## config.mk

```make
export PLATFORM = sky130hd
export DESIGN_NAME = data_mem_responder_flat
export DESIGN_NICKNAME = d
export VERILOG_FILES = /design/src/rtl/data_mem_responder_if.sv /design/src/rtl/data_mem_responder.sv /design/src/flat_wrapper.sv
export SDC_FILE = /design/constraint.sdc
export NUM_CORES = 2
export LEC_CHECK = 0
export ABC_AREA = 1
export CAP_MARGIN = 15
export CORE_MARGIN = 3
export CORE_UTILIZATION = 50
export DETAILED_ROUTE_END_ITERATION = 7
export GPL_TIMING_DRIVEN = 0
export HOLD_SLACK_MARGIN = 0.1
export PLACE_DENSITY_LB_ADDON = 0.1
export REMOVE_ABC_BUFFERS = 1
export SYNTH_ARGS = -nofsm -noshare
export SYNTH_HDL_FRONTEND = slang
export SYNTH_SLANG_ARGS = --single-unit
```

## constraint.sdc

```tcl
create_clock -name clk -period 5.7 [get_ports clk]
set_clock_uncertainty 0.1 [all_clocks]
set_input_delay 1.14 -clock clk [delete_from_list [all_inputs] [get_ports clk]]
set_output_delay 1.14 -clock clk [all_outputs]
set_load 0.03 [all_outputs]
```

## src/rtl/data_mem_responder_if.sv

```systemverilog
// data_mem_responder_if
//   Processor-side data-access bus between a requester and data_mem_responder.
//   Signals:
//     req   : access request, held high by the requester until ack is seen
//     we    : 1 = store, 0 = load (sampled with req)
//     addr  : 16-bit byte address
//     wdata : store data (sampled with req)
//     rdata : registered load result
//     ack   : one-cycle completion pulse
//     busy  : request accepted, not yet acknowledged
//     err   : one-cycle fault flag, coincident with ack
//   Modports: master (requester side), slave (responder side).
interface data_mem_responder_if #(
    parameter int BITS = 16
);
    logic            req;
    logic            we;
    logic [15:0]     addr;
    logic [BITS-1:0] wdata;
    logic [BITS-1:0] rdata;
    logic            ack;
    logic            busy;
    logic            err;

    modport master (
        output req, we, addr, wdata,
        input  rdata, ack, busy, err
    );

    modport slave (
        input  req, we, addr, wdata,
        output rdata, ack, busy, err
    );
endinterface

```

## src/rtl/data_mem_responder.sv

```systemverilog
// data_mem_responder
//   Single-outstanding data-memory responder with a programmable number of
//   wait states. A request is latched in IDLE, waits WAIT+1 edges in WAITING,
//   performs the access on the last of those edges and acknowledges for one
//   cycle in RESP.
//   Parameters:
//     BITS       : data word width
//     DEPTH_LOG2 : log2 of storage depth in words
//     WAIT       : wait-state count, 0..15
//   Ports:
//     clk : clock, all state on the rising edge
//     rst : synchronous active-high reset (storage contents are kept)
//     bus : data_mem_responder_if.slave (req/we/addr/wdata in,
//           rdata/ack/busy/err out)
//   Optional feature (macro MISALIGN_CHECK_EN):
//     defined   : addr[0]=1 on an accepted request completes with ack=1 and
//                 err=1 at normal latency; no store, rdata unchanged
//     undefined : addr[0] is ignored and err is tied low
module data_mem_responder #(
    parameter int BITS       = 16,
    parameter int DEPTH_LOG2 = 8,
    parameter int WAIT       = 2
) (
    input logic                 clk,
    input logic                 rst,
    data_mem_responder_if.slave bus
);
    localparam int          DEPTH   = 1 << DEPTH_LOG2;
    localparam logic [3:0]  WAIT_LD = 4'(WAIT);

    typedef enum logic [1:0] {
        S_IDLE,
        S_WAITING,
        S_RESP
    } state_t;

    state_t                r_state;
    state_t                w_next;
    logic [3:0]            r_cnt;
    logic                  r_we;
    logic [DEPTH_LOG2-1:0] r_idx;
    logic [BITS-1:0]       r_wdata;
    logic [BITS-1:0]       r_rdata;
    logic [BITS-1:0]       r_mem [DEPTH];
    logic                  w_accept;
    logic                  w_access;
    logic                  w_fault;

`ifdef MISALIGN_CHECK_EN
    logic                  r_misalign;
    assign w_fault = r_misalign;
`else
    assign w_fault = 1'b0;
`endif

    assign w_accept = (r_state == S_IDLE) && bus.req;
    assign w_access = (r_state == S_WAITING) && (r_cnt == 4'd0);

    always_ff @(posedge clk) begin
        if (rst) begin
            r_state <= S_IDLE;
        end else begin
            r_state <= w_next;
        end
    end

    always_comb begin
        w_next   = r_state;
        bus.ack  = 1'b0;
        bus.busy = 1'b0;
        bus.err  = 1'b0;
        case (r_state)
            S_IDLE: begin
                if (bus.req) begin
                    w_next = S_WAITING;
                end
            end
            S_WAITING: begin
                bus.busy = 1'b1;
                if (r_cnt == 4'd0) begin
                    w_next = S_RESP;
                end
            end
            S_RESP: begin
                bus.ack = 1'b1;
                bus.err = w_fault;
                w_next  = S_IDLE;
            end
            default: w_next = S_IDLE;
        endcase
    end

    // Request fields are captured only at acceptance so later changes on the
    // bus cannot disturb the transaction in flight.
    always_ff @(posedge clk) begin
        if (rst) begin
            r_cnt   <= '0;
            r_rdata <= '0;
        end else begin
            if (w_accept) begin
                r_cnt   <= WAIT_LD;
                r_we    <= bus.we;
                r_idx   <= bus.addr[DEPTH_LOG2:1];
                r_wdata <= bus.wdata;
`ifdef MISALIGN_CHECK_EN
                r_misalign <= bus.addr[0];
`endif
            end else if ((r_state == S_WAITING) && (r_cnt != 4'd0)) begin
                r_cnt <= r_cnt - 4'd1;
            end
            if (w_access && !r_we && !w_fault) begin
                r_rdata <= r_mem[r_idx];
            end
        end
    end

    // Storage has no reset; the rst gate aborts a store whose access edge
    // coincides with reset.
    always_ff @(posedge clk) begin
        if (!rst && w_access && r_we && !w_fault) begin
            r_mem[r_idx] <= r_wdata;
        end
    end

    assign bus.rdata = r_rdata;
endmodule

```

## src/flat_wrapper.sv

```systemverilog
// flat-port wrapper written by rule: the top's interface ports become plain ports
module data_mem_responder_flat 
#(
    parameter int BITS       = 16,
    parameter int DEPTH_LOG2 = 8,
    parameter int WAIT       = 2
)
  (clk, rst, bus_req, bus_we, bus_addr, bus_wdata, bus_rdata, bus_ack, bus_busy, bus_err);
  data_mem_responder_if #(.BITS(BITS)) bus_i ();
  input logic clk;
  input logic rst;
  input wire logic [$bits(bus_i.req)-1:0] bus_req;
  input wire logic [$bits(bus_i.we)-1:0] bus_we;
  input wire logic [$bits(bus_i.addr)-1:0] bus_addr;
  input wire logic [$bits(bus_i.wdata)-1:0] bus_wdata;
  output wire logic [$bits(bus_i.rdata)-1:0] bus_rdata;
  output wire logic [$bits(bus_i.ack)-1:0] bus_ack;
  output wire logic [$bits(bus_i.busy)-1:0] bus_busy;
  output wire logic [$bits(bus_i.err)-1:0] bus_err;
  assign bus_i.req = bus_req;
  assign bus_i.we = bus_we;
  assign bus_i.addr = bus_addr;
  assign bus_i.wdata = bus_wdata;
  assign bus_rdata = bus_i.rdata;
  assign bus_ack = bus_i.ack;
  assign bus_busy = bus_i.busy;
  assign bus_err = bus_i.err;
  data_mem_responder #(.BITS(BITS), .DEPTH_LOG2(DEPTH_LOG2), .WAIT(WAIT)) u_core (.clk(clk), .rst(rst), .bus(bus_i));
endmodule
```

==> impl_metrics.yaml <==
timing:
  fin_crit_ns: 5.68
  setup_violations: 0
  tns_ns: 0
  drv_slew: 0
  period_share_pct: 99.6
  fmax_ghz: 0.176
  fin_ws_ns: 0.0227
  worst_slew_pin_slew_ns: 1.20
  max_slew_margin_pct: 19.7
  hold_viol: 0
route:
  drt_first_iter_violations: 12700
  drtAntennaViolNets: 0
  routed_wl_mm: 501
  drcViolationCount: 0
  wire_per_inst_um: 25.3
  routed-via-count: 111000
  drt_pass1_iterations: 6
  avgViaCountPerCell: 5.64
floorplan:
  dieArea_um2: 340000
  start_util_pct: 50.3
  rows: 211
  fp.dieW_um: 583
  core_um2: 331000
  io_pins: 55
  fp.dieH_um: 583
critical_path:
  worstPathArrival_ns: 6.15
  slowest_delay_ns: 0.73
  required_ns: 6.17
  worst_setup_path_end_kind: "register"
  critPathKind: "reg2reg"
  cp-start-kind: "register"
  rr_endpoint: "u_core.r_mem[138][13]$_DFFE_PP_"
  cp_slowest_cell: "nor2_2"
  startpoint: "u_core.r_idx[1]$_DFFE_PP_"
  reg2reg_depth: 15
  path_cells: "buf_16 -> buf_16 -> buf_16 -> buf_16 -> buf_16 -> buf_16 -> buf_16 -> buf_16 -> buf_16 -> inv_16 -> buf_16 -> nor3_4 -> nand2_4 -> buf_12 -> nor2_2"
  critPathCapture: "u_core.r_mem[138][13]$_DFFE_PP_"
  reg2reg_slack_ns: 0.02
  r2r_start: "u_core.r_idx[1]$_DFFE_PP_"
  cpMostUsedCell: "buf_16"
  cp_max_fo: 131
clock_tree:
  clk_pin_slew_ns: 0.06
  cts_tree: "yes"
  cts-root-buf: "clkbuf_16"
  cts_made_buffers: 420
  htree_levels: 5
  clock-sinks: 4143
  hold_buffers: 0
  clockBufferDepth: 4
  worst_skew_pair.late_latency_ns: 0.97
outcome:
  status: "finished, final reports clean"
yosys:
  synth.distinct_cells: 28
  synth_edf_count: 4121
  synth_async_sr_flop_share_pct: 0
  post_synth_fa_ha_maj_area_fraction_pct: 0.00751
  ys_ff_latch: 4143
  synth_compound_area_share_pct: 1.02
  syn_avg_cell_area_um2: 11.4
  ys_dominant_reg_cell: "edfxtp_1"
  synth_area_um2: 167000
  yosysSeqAreaShare_pct: 74.5
  synthXorXnorAreaFrac_pct: 0
  synth_simple_gate_area_share_pct: 22.1
  syn_inst: 14700
  yosysWarnings: 0
  synth_top_family_by_area: "simple AND/OR/NAND/NOR gates"
  synthMuxAreaShare_pct: 0
power_and_ir_drop:
  power.total_uw: 64100
  cellLeakagePower_uw: 0.0747
  power_density_nw_per_um2: 322
  ir_drop_mv: 0.270
grt:
  overflow: 0
  grt_max_degree: 168
  grt_pass1_wl_mm: 727
  grt_pass1_vias: 107000
  grt_antenna_before_repair: 10
  grt_util_all_layers_pct: 29.0
placed_design:
  routabilityCongestion: 0.783
  dp_cells: 19000
  hpwl_mm: 318
  portBuffers: 45
  dpl-instance-area_um2: 185000
  pre_cts_ws_ns: -2.19
job:
  maxCapViolations: 0
worst_hold_path:
  hp-start: "u_core.r_cnt[0]$_SDFFE_PP0P_"
  worst_hold_path_type: "reg2reg"
layout:
  num-nets-final: 15100
  drive_gt1_share_pct: 10.7
  synthToLayoutAreaGrowth_pct: 19.4
  fin_cells: 19800
  final_common_cell: "nand2_1"
  stdcell_area_um2: 199000
  mostFrequentLayoutCells: "7266 x nand2_1, 4121 x edfxtp_1, 780 x nand3_1"
## worst max-delay path, delay by kind of cell (launching register included)
family / cells / cell delay (ns)
buffers and inverters: 12 / 2.35
flip-flops: 1 / 0.47
AND/OR/NAND/NOR: 3 / 1.81
## where the power goes
part / switching (µW) / internal, µW
clock: 11500 / 15300
combinational: 2600 / 1260
sequential: 47.6 / 33400
total: 14200 / 50000
## cells in the mapped netlist (2+ instances only)
library cell / count / share of area (%)
nor3_2: 2 / 0.012
o21ai_1: 23 / 0.069
nand3_1: 788 / 2.4
nor2_4: 3 / 0.020
nor2_1: 897 / 2.0
clkbuf_1: 270 / 0.61
inv_1: 29 / 0.065
clkinv_1: 4 / 0.0090
dfxtp_1: 22 / 0.26
nand4_1: 336 / 1.3
nor2_2: 3 / 0.011
edfxtp_1: 4121 / 74
buf_2: 435 / 1.3
buf_1: 60 / 0.14
nor3_1: 2 / 0.0060
buf_6: 7 / 0.047
o21ai_0: 164 / 0.49
a21oi_1: 151 / 0.45
inv_4: 2 / 0.0075
nand2_1: 7292 / 16
buf_4: 32 / 0.14
## cells by family after synthesis
| logic type | after synthesis |
|---|---|
| and+or+nand+nor | 9325 |
| DFF | 4143 |
| buffers and inverters | 840 |
| AOI/OAI and AO/OA | 340 |
| adders and majority gates | 1 |
| other | 1 |
## final cells by class
type	count	area, µm²
clock buffer	518	11100
antenna	6	15.0
inverter	36	178
sequential	4143	124000
timing repair inverter	4	35.0
clock inverter	249	2150
fill	25700	132000
timing repair buffer	767	16300
tap	4366	5460
multi-input combinational	9668	39700
## metal layers
metal  global-route usage (%)  part of all wire (%)  vias to the layer above
met5                        0                0.0046                        -
met4                     11.0                   4.1                        4
met3                     5.04                   8.9                      855
met2                     45.7                    46                     4984
met1                     40.6                    41                    55000
li1                         -                     -                    50600
## flip-flops by register name, indices dropped and copies added (netlist names)
register and cells:
u_core.r_state 2, u_core.bus.rdata 16, u_core.r_we 1, u_core.r_mem 4096, u_core.r_wdata 16, u_core.r_cnt 4
u_core.r_idx 8
## metrics by stage
step | utilization (%) | hold slack (ns)
CTS | 60.1 | 0.395
floorplan | - | 0.357
global placement | 51.0 | 0.368
global route | 60.1 | 0.414
finish | 60.1 | 0.394
detailed placement | 55.9 | 0.386
## worst min-delay path by stage
| stage | to | slack (ns) | cells after the start |
|---|---|---|---|
| global route | u_core.r_cnt[0]$_SDFFE_PP0P_ | 0.41 | 2 |
| detailed placement | u_core.r_cnt[0]$_SDFFE_PP0P_ | 0.39 | 2 |
| global placement | u_core.r_cnt[0]$_SDFFE_PP0P_ | 0.37 | 2 |
| CTS | u_core.r_cnt[0]$_SDFFE_PP0P_ | 0.39 | 2 |
| floorplan | u_core.r_cnt[0]$_SDFFE_PP0P_ | 0.36 | 2 |
| finish | u_core.r_cnt[0]$_SDFFE_PP0P_ | 0.39 | 2 |
## timing repair
action | CTS | global route
gates cloned | 11 | 5
setup buffers | 6 | 2
gates resized for setup | 45 | 25
setup endpoints to repair | 3077 | 273
pin swaps | 3 | 4
Note: power is estimated with default switching activity, not from simulation.
